[config.mk]
export PLATFORM = sky130hd
export DESIGN_NAME = cam_capture
export DESIGN_NICKNAME = d
export VERILOG_FILES = /design/src/rtl/cam_capture_pkg.sv /design/src/rtl/cam_pixel_fifo.sv /design/src/rtl/cam_capture.sv
export SDC_FILE = /design/constraint.sdc
export NUM_CORES = 1
export LEC_CHECK = 0
export BUFFER_PORTS_ARGS = -buffer_cell sky130_fd_sc_hd__buf_2
export CAP_MARGIN = 40
export CORE_MARGIN = 2
export CORE_UTILIZATION = 45
export DETAILED_ROUTE_END_ITERATION = 8
export REMOVE_ABC_BUFFERS = 1
export SETUP_SLACK_MARGIN = 0.4
export SLEW_MARGIN = 5
export SYNTH_ARGS = -nofsm -noshare
export SYNTH_HDL_FRONTEND = slang
export SYNTH_SLANG_ARGS = --single-unit
[constraint.sdc]
create_clock -name clk -period 3.39 [get_ports clk]
set_clock_uncertainty 0.15 [all_clocks]
set_input_delay 0.5085 -clock clk [delete_from_list [all_inputs] [get_ports clk]]
set_output_delay 0.5085 -clock clk [all_outputs]
set_load 0.02 [all_outputs]
[src/rtl/cam_capture_pkg.sv]
// Shared types and helpers for the camera capture path (cam_capture and its pixel FIFO).
package cam_capture_pkg;

  typedef enum logic [1:0] {IDLE, WAIT_FRAME, ACTIVE} cap_state_t;

  localparam int PIX_W  = 16;
  localparam int BYTE_W = 8;
  localparam int REC_W  = PIX_W + 2;

  typedef struct packed {
    logic             sof;
    logic             eol;
    logic [PIX_W-1:0] data;
  } pix_rec_t;

  function automatic int col_width(input int img_w);
    return (img_w > 1) ? $clog2(img_w) : 1;
  endfunction

  function automatic int row_width(input int img_h);
    return (img_h > 1) ? $clog2(img_h) : 1;
  endfunction

endpackage

[src/rtl/cam_pixel_fifo.sv]
// First-word-fall-through pixel FIFO; a write into a full FIFO succeeds when a read frees a slot in the same cycle.
module cam_pixel_fifo
  import cam_capture_pkg::*;
#(
  parameter int DEPTH = 16
) (
  input  logic             clk,
  input  logic             resetn,
  input  logic             wr_en,
  input  logic [REC_W-1:0] wr_data,
  input  logic             rd_en,
  output logic [REC_W-1:0] rd_data,
  output logic             full,
  output logic             empty
);

  localparam int AW = $clog2(DEPTH);
  localparam logic [AW:0] FULL_CNT = (AW+1)'(DEPTH);

  logic [REC_W-1:0] mem [DEPTH];
  logic [AW-1:0]    wr_ptr;
  logic [AW-1:0]    rd_ptr;
  logic [AW:0]      count;
  logic             do_push;
  logic             do_pop;

  assign full    = (count == FULL_CNT);
  assign empty   = (count == '0);
  assign do_pop  = rd_en & ~empty;
  assign do_push = wr_en & (~full | do_pop);
  assign rd_data = empty ? '0 : mem[rd_ptr];

  always_ff @(posedge clk) begin
    if (do_push) mem[wr_ptr] <= wr_data;
  end

  always_ff @(posedge clk or negedge resetn) begin
    if (!resetn) begin
      wr_ptr <= '0;
      rd_ptr <= '0;
      count  <= '0;
    end else begin
      if (do_push) wr_ptr <= wr_ptr + AW'(1);
      if (do_pop)  rd_ptr <= rd_ptr + AW'(1);
      if (do_push && !do_pop)      count <= count + (AW+1)'(1);
      else if (!do_push && do_pop) count <= count - (AW+1)'(1);
    end
  end

endmodule

[src/rtl/cam_capture.sv]
// OV-style parallel camera capture: byte pairs -> RGB565 pixels with sof/eol, buffered as a valid/ready stream.
// Optional 2x2 decimation is built when CAM_CAPTURE_DECIMATE_EN is defined.
module cam_capture
  import cam_capture_pkg::*;
#(
  parameter int IMG_W      = 640,
  parameter int IMG_H      = 480,
  parameter int FIFO_DEPTH = 16
) (
  input  logic        clk,
  input  logic        resetn,
  input  logic        cam_pclk,
  input  logic        cam_vsync,
  input  logic        cam_href,
  input  logic [7:0]  cam_dat,
  input  logic        enable,
  output logic [15:0] pix_data,
  output logic        pix_sof,
  output logic        pix_eol,
  output logic        pix_valid,
  input  logic        pix_ready,
  output logic        frame_done,
  output logic        busy,
  output logic [15:0] overflow_cnt
);

  localparam int COL_W = col_width(IMG_W);
  localparam int ROW_W = row_width(IMG_H);
  localparam logic [COL_W-1:0] COL_LAST = COL_W'(IMG_W - 1);
  localparam logic [ROW_W-1:0] ROW_LAST = ROW_W'(IMG_H - 1);

  cap_state_t        state;
  logic [ROW_W-1:0]  row;
  logic [COL_W-1:0]  col;
  logic              phase;
  logic              line_full;
  logic              sof_armed;
  logic [BYTE_W-1:0] hi_byte;

  logic [2:0]        pclk_sync;
  logic [2:0]        vsync_sync;
  logic [2:0]        href_sync;
  logic [BYTE_W-1:0] dat_s1;
  logic [BYTE_W-1:0] dat_s2;

  logic pclk_rise, vsync_rise, vsync_fall, href_fall, href_s;
  logic pix_formed, push_req, push_ok, eol_hit, fifo_full, fifo_empty;
  pix_rec_t push_rec;
  pix_rec_t pop_rec;

  // Two flops against metastability, a third stage only for edge detection.
  always_ff @(posedge clk or negedge resetn) begin
    if (!resetn) begin
      pclk_sync  <= '0;
      vsync_sync <= '0;
      href_sync  <= '0;
      dat_s1     <= '0;
      dat_s2     <= '0;
    end else begin
      pclk_sync  <= {pclk_sync[1:0], cam_pclk};
      vsync_sync <= {vsync_sync[1:0], cam_vsync};
      href_sync  <= {href_sync[1:0], cam_href};
      dat_s1     <= cam_dat;
      dat_s2     <= dat_s1;
    end
  end

  assign href_s     = href_sync[1];
  assign pclk_rise  = pclk_sync[1] & ~pclk_sync[2];
  assign vsync_rise = vsync_sync[1] & ~vsync_sync[2];
  assign vsync_fall = ~vsync_sync[1] & vsync_sync[2];
  assign href_fall  = ~href_sync[1] & href_sync[2];

  assign pix_formed = (state == ACTIVE) & ~vsync_rise & pclk_rise & href_s & phase;

`ifdef CAM_CAPTURE_DECIMATE_EN
  localparam logic [COL_W-1:0] COL_EOL = COL_W'(IMG_W - 2);
  assign push_req = pix_formed & ~col[0] & ~row[0];
  assign eol_hit  = (col == COL_EOL) & ~line_full;
`else
  assign push_req = pix_formed;
  assign eol_hit  = (col == COL_LAST) & ~line_full;
`endif

  // A full FIFO still accepts when the consumer pops in the same cycle.
  assign push_ok  = push_req & (~fifo_full | pix_ready);
  assign push_rec = '{sof: sof_armed, eol: eol_hit, data: {hi_byte, dat_s2}};

  always_ff @(posedge clk or negedge resetn) begin
    if (!resetn) begin
      state      <= IDLE;
      row        <= '0;
      col        <= '0;
      phase      <= 1'b0;
      line_full  <= 1'b0;
      sof_armed  <= 1'b0;
      hi_byte    <= '0;
      frame_done <= 1'b0;
      busy       <= 1'b0;
    end else begin
      frame_done <= 1'b0;
      unique case (state)
        IDLE: begin
          if (enable) state <= WAIT_FRAME;
        end
        WAIT_FRAME: begin
          if (!enable) begin
            state <= IDLE;
          end else if (vsync_fall) begin
            state     <= ACTIVE;
            busy      <= 1'b1;
            row       <= '0;
            col       <= '0;
            phase     <= 1'b0;
            line_full <= 1'b0;
            sof_armed <= 1'b1;
          end
        end
        ACTIVE: begin
          if (vsync_rise) begin
            frame_done <= 1'b1;
            busy       <= 1'b0;
            state      <= enable ? WAIT_FRAME : IDLE;
          end else if (href_fall) begin
            if (row != ROW_LAST) row <= row + ROW_W'(1);
            col       <= '0;
            phase     <= 1'b0;
            line_full <= 1'b0;
          end else if (pclk_rise && href_s) begin
            if (!phase) begin
              hi_byte <= dat_s2;
              phase   <= 1'b1;
            end else begin
              // Columns past the line end keep counting at the last index without another eol.
              phase <= 1'b0;
              if (col != COL_LAST) col <= col + COL_W'(1);
              else                 line_full <= 1'b1;
              if (push_ok) sof_armed <= 1'b0;
            end
          end
        end
        default: state <= IDLE;
      endcase
    end
  end

  always_ff @(posedge clk or negedge resetn) begin
    if (!resetn) begin
      overflow_cnt <= '0;
    end else if (push_req && !push_ok && overflow_cnt != 16'hFFFF) begin
      overflow_cnt <= overflow_cnt + 16'd1;
    end
  end

  cam_pixel_fifo #(
    .DEPTH(FIFO_DEPTH)
  ) u_fifo (
    .clk    (clk),
    .resetn (resetn),
    .wr_en  (push_req),
    .wr_data(push_rec),
    .rd_en  (pix_ready),
    .rd_data(pop_rec),
    .full   (fifo_full),
    .empty  (fifo_empty)
  );

  assign pix_valid = ~fifo_empty;
  assign pix_data  = pop_rec.data;
  assign pix_sof   = pop_rec.sof;
  assign pix_eol   = pop_rec.eol;

endmodule

==> qor.yml, run 1 <==
status: "completed"
cts_root_buffer: "clkbuf_16"
tritoncts: "done"
hp-start: "enable"
dp_hpwl_um: 17800
drt_iter0_drc: 701
vias: 7527
place_congestion: 0.829
ant_nets: 0
period_share_pct: 91.3
finalInstanceArea_um2: 17300
power_leakage_nw: 6.28
p_clk_share_pct: 31.8
grt_max_degree: 47
clock_sinks: 367
fin_hold_ws_ps: 82.3
mostFrequentLayoutCells: "edfxtp_1, dfrtp_1, mux4_2, buf_4, clkbuf_16"
async_flop_share_pct: 21.5
start_kind: "flip-flop"
rr_startpoint: "u_fifo.count[0]"
dieHeight_um: 183
finalWirelength_um: 31200
endpoint_kind: "primary output"
ir_worst_vdd_uv: 356
synth_cell_type_count: 53
core_area_um2: 31600
drv_slew: 0
grt_pass1_vias: 7879
drt-wirelength-per-cell_um: 23.9
synth-edff-count: 288
rsz0062_at_grt: "yes"
die_x_um: 183
vias_per_cell: 5.75
p_seq_share_pct: 39.3
grt_pass1_wl_um: 47400
clockBufferDepth: 3
worst_pin_slew_ps: 874
grt_antenna_before_repair: 0
path_class: "flip-flop to primary output"
fmax_mhz: 323
crit_path_start: "u_fifo.rd_ptr[0]"
crit_path_max_fanout: 8
finalSetupViolations: 0
arrival_ps: 2440
grt_usage_pct: 19.0
nets: 904
ys_seq_area_share_pct: 73.7
swShare_pct: 28.1
drive_gt1_share_pct: 32.9
synth_area_um2: 14400
worstSkewPairLatency_ps: 520
final_common_cell: "edfxtp_1"
fin_util_pct: 55.0
ys_ff_latch: 367
place_inst: 1200
fin_crit_ps: 3090
syn2layout_area_growth_pct: 20.4
drc: 0
place_area_um2: 15400
cts_buffers: 38
p_comb_share_pct: 28.9
p_sw_mw: 3.75
syn-mean-instance-area_um2: 19.3
power.internal_mw: 9.58
portBuffers: 51
path_clk_slew_ps: 60
synthFlopType: "edfxtp_1"
die_area_um2: 33500
overflow: 0
total_power_mw: 13.3
max_slew_margin_pct: 41.5
n_antenna_cell: 0
start_util_pct: 45.7
maxCapViolations: 0
post-place-ws_ps: 374
final.setup.worst_slack_ps: 295
hp-class: "primary input to flip-flop"
final_cells: 1309
drt_pass1_iterations: 5
tns_ps: 0
htreeDepth: 2
io_pins: 52
rows: 65
power_density_nw_per_um2: 769
synthCells: 746
synthesis.yosys.warnings: 0
hold_viol: 0
crit_required_ps: 2730
## Yosys cell counts (2+ instances only)
| master | n | share of area (%) |
|---|---|---|
| a21o_1 | 4 | 0.21 |
| a21oi_1 | 5 | 0.17 |
| a31oi_1 | 4 | 0.17 |
| and2_1 | 10 | 0.43 |
| and3_1 | 3 | 0.13 |
| and4_1 | 2 | 0.12 |
| buf_1 | 6 | 0.16 |
| buf_2 | 12 | 0.42 |
| clkbuf_1 | 12 | 0.31 |
| dfrtp_1 | 79 | 14 |
| edfxtp_1 | 288 | 60 |
| ha_1 | 11 | 0.95 |
| inv_1 | 13 | 0.34 |
| mux2_2 | 13 | 1.0 |
| mux2i_1 | 38 | 2.6 |
| mux4_2 | 72 | 11 |
| nand2_1 | 24 | 0.63 |
| nand2b_1 | 7 | 0.30 |
| nand3_1 | 14 | 0.49 |
| nand3_2 | 2 | 0.14 |
| nand4_1 | 8 | 0.35 |
| nor2_1 | 19 | 0.49 |
| nor2b_1 | 3 | 0.13 |
| nor3_1 | 3 | 0.10 |
| nor3b_2 | 3 | 0.26 |
| nor4_1 | 6 | 0.26 |
| o21ai_0 | 16 | 0.56 |
| o22ai_1 | 18 | 0.78 |
| o31ai_1 | 6 | 0.31 |
| xnor2_1 | 19 | 1.2 |
| xor2_1 | 4 | 0.24 |
## kinds of logic (layout without fill, tap and decap cells)
group | Yosys count | in the layout | synth area share (%)
muxes | 123 | 123 | 14.9
DFF | 367 | 367 | 73.7
and+or+nand+nor | 114 | 114 | 4.58
xor gates and xnor gates | 23 | 23 | 1.40
AOI/OAI and AO/OA | 61 | 61 | 2.92
adders and majority gates | 12 | 12 | 1.09
buffers and inverters | 46 | 207 | 1.38
## layout make-up
| class | instances | area [µm²] |
|---|---|---|
| Fill cell | 2420 | 14200 |
| Sequential cell | 367 | 10600 |
| Multi-Input combinational cell | 333 | 3710 |
| Timing Repair Buffer | 123 | 1150 |
| Clock buffer | 54 | 1090 |
| Tap cell | 402 | 503 |
| Clock inverter | 16 | 199 |
| Inverter | 14 | 53.8 |
## metal layers
layer | global-route usage (%) | vias up | share of wire [%]
met2 | 32.4 | 205 | 50
met3 | 2.84 | 45 | 4.9
met1 | 26.1 | 4029 | 43
li1 | - | 3248 | -
met4 | 4.61 | 0 | 1.8
met5 | 0 | - | 0
## worst max-delay path, stage by stage (launching register included)
cell     delay, ps
dfrtp_4        510
buf_12         160
buf_12         130
buf_16         150
mux4_2         450
mux2i_2        200
o22ai_2        150
buf_6          150
## flip-flops by register name (all words and copies together), names as in the netlist, 2 cells and up
signal and cells:
col 10, dat_s1 8, dat_s2 8, hi_byte 8, href_sync 3, overflow_cnt 16, pclk_sync 3, state 2
u_fifo.count 5, u_fifo.mem 288, u_fifo.rd_ptr 4, u_fifo.wr_ptr 4, vsync_sync 3
## power by group through the flow
stage	logic (mW)	clock network, mW	registers (mW)
floorplan	1.87	0	5.58
global placement	2.91	0	5.38
CTS	3.64	4.34	5.25
global route	4.08	4.53	5.27
finish	3.85	4.24	5.25
detailed placement	2.94	0	5.41
## worst paths after layout
check                              endpoint  slack [ps]  cells past startpoint
hold reg to reg                   dat_s2[0]         200                      0
min in group asynchronous            col[5]         430                      2
max in group asynchronous  overflow_cnt[12]        2000                      3
setup reg to reg            u_fifo.count[4]         570                     11
setup / recovery                pix_data[4]         300                      7
hold / removal                     state[0]          80                      2
## timing repair
item | 4_1_cts | 5_1_grt
buffers inserted | 11 | 9
gates resized for setup | 37 | 13
hold buffers | 12 | 0
endpoints found under the hold margin | 56 | 0
pin swaps | 5 | 6
endpoints found under the setup margin | 19 | 23
cloned | 4 | 3
No activity file was read; power rests on OpenSTA's default activity.
==> run 2: changes to the inputs <==
--- a/config.mk
+++ b/config.mk
@@ -15,4 +15,5 @@
 export SLEW_MARGIN = 5
 export SYNTH_ARGS = -nofsm -noshare
 export SYNTH_HDL_FRONTEND = slang
+export SYNTH_HIERARCHICAL = 1
 export SYNTH_SLANG_ARGS = --single-unit
==> run 2 against run 1 <==
Against the previous run: combinational power rose by 6.2%; utilization rose by 0.41 points; sequential power barely moved; die area rose by 0.96%; setup slack got worse by 20 ps; via count rose by 2.4%; first-iteration DRC count fell by 25%; sequential share of layout area fell by 0.73 points; largest cell class unchanged.
==> qor.yml, run 2 <==
status: "completed"
start_kind: "flip-flop"
rsz0062_at_grt: "yes"
max_slew_margin_pct: 55.2  # +14 points
hold_viol: 0  # unchanged
drc: 0  # unchanged
io_pins: 52  # unchanged
path_class: "flip-flop to primary output"
tritoncts: "done"
fin_util_pct: 55.4  # +0.41 points
slowest_stage: "mux4_2"
hp-class: "primary input to flip-flop"
rows: 65  # unchanged
synth_area_um2: 14600  # +0.98%
fmax_mhz: 321  # -0.65%
ys_seq_area_share_pct: 73.0  # -0.72 points
cts_buffers: 39  # +2.6%
clockBufferDepth: 3  # unchanged
place_congestion: 0.771  # -7.0%
power_density_nw_per_um2: 770  # +0.15%
arrival_ps: 2460  # +20 ps
rr_startpoint: "u_fifo/count[0]"
synthTopCellsByArea: "edfxtp_1, dfrtp_1, mux4_2, mux2_2, mux2i_1"
die_x_um: 184  # +0.48%
r2r_setup_slack_ps: 380  # -190 ps
r2r_cells: 8  # -3
synth_top_area_share_pct: 59.4  # -0.58 points
core_area_um2: 31700  # +0.52%
drt_pass1_iterations: 5  # unchanged
finalWirelength_um: 30900  # -1.1%
grt_pass1_vias: 8131  # +3.2%
n_antenna_cell: 0  # unchanged
synth_common_cells: "edfxtp_1, dfrtp_1, mux4_2"
ys_ff_latch: 367  # unchanged
grt_antenna_before_repair: 0  # unchanged
finalSetupViolations: 0  # unchanged
maxCapViolations: 0  # unchanged
grt_pass1_wl_um: 47900  # +1.0%
largest-register: "u_fifo/mem"
overflow: 0  # unchanged
nets: 943  # +4.3%
vias_per_cell: 5.71  # -0.66%
worstSkewPairLatency_ps: 530  # about the same
period_share_pct: 91.9  # +0.59 points
portBuffers: 51  # unchanged
power_leakage_nw: 6.35  # +1.1%
drt_iter0_drc: 529  # -25%
dieHeight_um: 184  # +0.48%
drt-wirelength-per-cell_um: 22.9  # -4.0%
grt_max_degree: 49  # +4.3%
fin_hold_ws_ps: 66.7  # -15.6 ps
syn2layout_area_growth_pct: 20.7
ir_worst_vdd_uv: 492  # +38%
r2r_end: "u_fifo/count[4]"
dp_hpwl_um: 18000  # +0.92%
die_area_um2: 33800  # +0.96%
synthCells: 781  # +4.7%
ant_nets: 0  # unchanged
synth_cell_type_count: 55  # +3.8%
fin_crit_ps: 3110  # +20.2 ps
cts_root_buffer: "clkbuf_16"
synth.most_common_cell: "edfxtp_1"
endpoint_kind: "primary output"
synth.largest_area_cell: "edfxtp_1"
htreeDepth: 2  # unchanged
worst_pin_slew_ps: 671  # -203 ps
cpMostUsedCell: "buf_12"
drive_gt1_share_pct: 34.4  # +1.6 points
vias: 7706  # +2.4%
path_clk_slew_ps: 60  # about the same
max_stage_delay_ps: 500  # about the same
cp-endpoint: "pix_data[12]"
final_common_cell: "edfxtp_1"
synth-edff-count: 288  # unchanged
reg_top3: "u_fifo/mem x288, overflow_cnt x16, col x10"
synthesis.yosys.warnings: 6  # +6
crit_path_max_fanout: 6  # -2
async_flop_share_pct: 21.5  # unchanged
synthFlopType: "edfxtp_1"
start_util_pct: 45.9  # +0.21 points
largest_reg_flops: 288  # unchanged
syn-mean-instance-area_um2: 18.6  # -3.5%
crit_path_start: "u_fifo/rd_ptr[1]"
drv_slew: 0  # unchanged
path_cells: "buf_12 -> buf_12 -> mux4_2 -> mux2_2 -> o21ai_2 -> a21oi_1 -> buf_4"
clock_sinks: 367  # unchanged
mostFrequentLayoutCells: "edfxtp_1, dfrtp_1, mux4_2, buf_4, clkbuf_16"
grt_usage_pct: 18.9  # -0.12 points
crit_required_ps: 2730  # about the same
## run 2: cell types whose count changed after synthesis, sizes merged, moves of 3 or more
| cell | change |
|---|---|
| and3 | +8 |
| o31ai | -3 |
| and2 | -4 |
| a31oi | +4 |
| o22ai | -18 |
| o21ai | +20 |
| mux2 | +18 |
| nor4 | -7 |
| a21oi | +23 |
| nor2b | -3 |
| mux2i | -15 |
| nand3 | +4 |
| nor3 | +6 |
## run 2: worst min-delay path by stage
stage | from | to | slack [ps] | depth (start not counted)
after CTS | enable | state[0] | 50 | 2
after global routing | enable | state[0] | 60 | 2
after floorplan | resetn | busy | 60 | 0
after detailed placement | dat_s1[0] | dat_s2[0] | 180 | 0
final | enable | state[0] | 70 | 2
after global placement | dat_s1[4] | dat_s2[4] | 180 | 0
## run 2: report_power, final
| group | leakage [nW] | switching, mW | internal, mW |
|---|---|---|---|
| Clock | 0.622 | 1.68 | 2.48 |
| Combinational | 2.15 | 1.91 | 2.18 |
| Sequential | 3.57 | 0.252 | 5.01 |
| Total | 6.35 | 3.85 | 9.67 |
## run 2: worst max-delay path: cells and delay by family, from the launching register on
kind | cells | cell delay, ps
flops | 1 | 440
compound gates | 2 | 230
buf+inv | 3 | 470
mux | 2 | 790
## run 2: cell type report
class | instances | area, µm²
clock inverters | 21 | 211
multi-input cells | 366 | 3890
inverters | 15 | 58.8
clock buffers | 51 | 1040
repair buffers | 127 | 1220
flip-flops and latches | 367 | 10600
fillers | 2423 | 14200
well taps | 402 | 503
## run 2: timing repair
item	CTS	global route
setup buffers	16	6
endpoints found under the hold margin	57	0
resized for setup	58	36
endpoints found under the setup margin	23	20
hold buffers	12	0
pin swaps	1	8
gates cloned	4	1
## run 2: through the flow
stage          setup TNS [ps]  std cells  cell area [µm²]  worst slack (ps)  power [mW]
2_1_floorplan          -12740        748            14400              -732        7.61
3_3_place_gp            -25.3       1236            15500             -25.3        8.43
3_5_place_dp             -295       1237            15600              -274        8.54
4_1_cts                     0       1341            17400               257        13.4
5_1_grt                     0       1349            17600               203        14.1
6_report                    0       1349            17600               275        13.5
## run 2: logic make-up after synthesis
kind of cell | after synthesis | share of synthesized area [%]
fa+ha+maj | 12 | 1.08
xor+xnor | 20 | 1.20
mux | 124 | 14.8
simple gates | 119 | 4.62
compound gates | 91 | 3.73
buf+inv | 48 | 1.55
flops | 367 | 73.0
## run 2: routing by layer
metal | GRT usage, % | part of all wire, % | wire length (µm) | up-vias
met5 | 0 | 0 | 0 | -
met4 | 5.25 | 1.7 | 533 | 0
met3 | 2.85 | 4.7 | 1450 | 44
met2 | 32.4 | 51 | 15700 | 197
met1 | 25.3 | 43 | 13200 | 4061
li1 | - | - | - | 3404
==> run 3: changes to the inputs <==
--- a/config.mk
+++ b/config.mk
@@ -7,7 +7,7 @@
 export LEC_CHECK = 0
 export BUFFER_PORTS_ARGS = -buffer_cell sky130_fd_sc_hd__buf_2
 export CAP_MARGIN = 40
-export CORE_MARGIN = 2
+export CORE_MARGIN = 5
 export CORE_UTILIZATION = 45
 export DETAILED_ROUTE_END_ITERATION = 8
 export REMOVE_ABC_BUFFERS = 1
@@ -15,5 +15,4 @@
 export SLEW_MARGIN = 5
 export SYNTH_ARGS = -nofsm -noshare
 export SYNTH_HDL_FRONTEND = slang
-export SYNTH_HIERARCHICAL = 1
 export SYNTH_SLANG_ARGS = --single-unit
==> run 3 against run 2 <==
Against the previous run: routed wire length up 1.9%; clock power shrank 3%; global-route usage decreased by 1.1 points; power fell by 4.2%; first-iteration DRC count increased by 3.6%; critical path type unchanged; largest power group unchanged.
==> qor.yml, run 3 (synthesized netlist as in run 1, its figures left out) <==
hold_viol: 0  # unchanged
nets: 893  # -5.3%
slowest_stage: "dfrtp_4"
cts_root_buffer: "clkbuf_16"
start_util_pct: 45.7  # -0.21 points
maxCapViolations: 0  # unchanged
cts_buffers: 39  # unchanged
overflow: 0  # unchanged
ir_worst_vdd_uv: 444  # -9.7%
fmax_mhz: 332  # +3.5%
path_class: "flip-flop to primary output"
tritoncts: "done"
worst_pin_slew_ps: 914  # +243 ps
power_leakage_nw: 6.17  # -2.9%
final_common_cell: "edfxtp_1"
crit_path_max_fanout: 7  # +1
drt_iter0_drc: 548  # +3.6%
power.internal_mw: 9.31  # -3.8%
htreeDepth: 2  # unchanged
start_kind: "flip-flop"
largest_reg_flops: 288  # unchanged
finalSetupViolations: 0  # unchanged
arrival_ps: 2350  # -110 ps
syn2layout_area_growth_pct: 19.4
ant_nets: 0  # unchanged
status: "completed"
grt_pass1_vias: 7917  # -2.6%
cpMostUsedCell: "buf_6"
p_clk_share_pct: 31.1  # +0.3 points
mostFrequentLayoutCells: "edfxtp_1, dfrtp_1, mux4_2, clkbuf_16, buf_2"
fin_hold_ws_ps: 88.9  # +22.2 ps
io_pins: 52  # unchanged
rows: 65  # unchanged
n_antenna_cell: 0  # unchanged
path_clk_slew_ps: 60  # about the same
swShare_pct: 28.1  # -0.33 points
place_congestion: 0.858  # +11%
largest-register: "u_fifo.mem"
drt-wirelength-per-cell_um: 24.2  # +5.9%
drt_pass1_iterations: 4  # -1
p_sw_mw: 3.64  # -5.3%
grt_pass1_wl_um: 48300  # +0.69%
r2r_setup_slack_ps: 480  # +100 ps
portBuffers: 51  # unchanged
vias_per_cell: 5.73  # +0.37%
power_density_nw_per_um2: 753  # -2.2%
hp-class: "primary input to flip-flop"
max_stage_delay_ps: 520  # +20 ps
fin_util_pct: 54.5  # -0.84 points
rsz0062_at_grt: "yes"
p_seq_share_pct: 40.7  # +1.8 points
worstSkewPairLatency_ps: 530  # about the same
grt_antenna_before_repair: 0  # unchanged
die_x_um: 189  # +2.8%
dp_hpwl_um: 17400  # -2.9%
path_cells: "buf_6 -> buf_16 -> mux4_2 -> mux2i_2 -> o22ai_2 -> buf_6"
p_comb_share_pct: 28.2  # -2.1 points
reg_top3: "u_fifo.mem x288, overflow_cnt x16, col x10"
fin_crit_ps: 3010  # -106 ps
core_area_um2: 31600  # -0.51%
crit_buf_inv: 3  # unchanged
grt_max_degree: 46  # -6.1%
crit_required_ps: 2730  # about the same
clockBufferDepth: 3  # unchanged
endpoint_kind: "primary output"
critical_path.top_delay_family: "multiplexers"
drv_slew: 0  # unchanged
max_slew_margin_pct: 38.9  # -16 points
vias: 7442  # -3.4%
grt_usage_pct: 17.8  # -1.1 points
drive_gt1_share_pct: 30.5  # -4.0 points
period_share_pct: 88.8  # -3.1 points
die_area_um2: 35700  # +5.7%
dieHeight_um: 189  # +2.8%
drc: 0  # unchanged
finalWirelength_um: 31500  # +1.9%
clock_sinks: 367  # unchanged
[run 3: repair_timing]
item / CTS / global route
gates resized for setup: 22 / 17
endpoints found under the setup margin: 19 / 19
buffers inserted: 5 / 1
hold endpoints to repair: 29 / 0
pin swaps: 1 / 5
hold buffers: 12 / 0
gates cloned: 7 / 2
[run 3: power groups by stage]
| stage | logic, mW | registers [mW] | clock network (mW) |
|---|---|---|---|
| 2_1_floorplan | 1.87 | 5.58 | 0 |
| 3_3_place_gp | 2.94 | 5.33 | 0 |
| 3_5_place_dp | 2.98 | 5.35 | 0 |
| 4_1_cts | 3.52 | 5.27 | 4.12 |
| 5_1_grt | 3.90 | 5.29 | 4.32 |
| 6_report | 3.65 | 5.27 | 4.03 |
[run 3: final timing paths]
check                                        to  cells after the start             start
worst min-delay path                   state[0]                      2            enable
max in group asynchronous            hi_byte[6]                      4            resetn
min in group asynchronous             dat_s2[5]                      2            resetn
worst max-delay path                    pix_sof                      6  u_fifo.rd_ptr[0]
worst min register to register    vsync_sync[1]                      0     vsync_sync[0]
worst max register to register  u_fifo.count[4]                     12   u_fifo.count[0]
[run 3: final cells by class]
| type | count | area [µm²] |
|---|---|---|
| clock buffers | 58 | 1120 |
| clock inverters | 13 | 109 |
| fillers | 2405 | 14300 |
| inverters | 14 | 53.8 |
| multi-input cells | 333 | 3660 |
| flip-flops and latches | 367 | 10600 |
| well taps | 402 | 503 |
| repair buffers | 111 | 1130 |
[run 3: worst register-to-register path, cell delays in order, from the launching register on]
cell      delay [ps]
dfrtp_1          470
nor4_4           350
nand3b_2         190
nand2_2          110
clkinv_2         110
ha_1             240
inv_1            160
ha_1             300
a21o_1           200
a21oi_1          170
xnor2_1          140
nor2_1            70
xor2_1           140
[run 3: stage by stage]
step           worst slack (ps)  cells  power, mW  cell area (µm²)  setup TNS, ps
5_1_grt                     287   1298       13.5            17200              0
2_1_floorplan             -1180    714       7.45            14300         -26340
3_3_place_gp                479   1199       8.26            15400              0
4_1_cts                     343   1295       12.9            17100              0
3_5_place_dp                342   1200       8.33            15400              0
6_report                    381   1298       13.0            17200              0
[run 3: metal layers]
layer	GRT usage [%]	routed length (µm)	vias up
met5	0	0	-
met4	4.06	501	0
met3	2.82	1630	41
met2	30.1	15900	214
met1	24.6	13400	3957
li1	-	-	3230
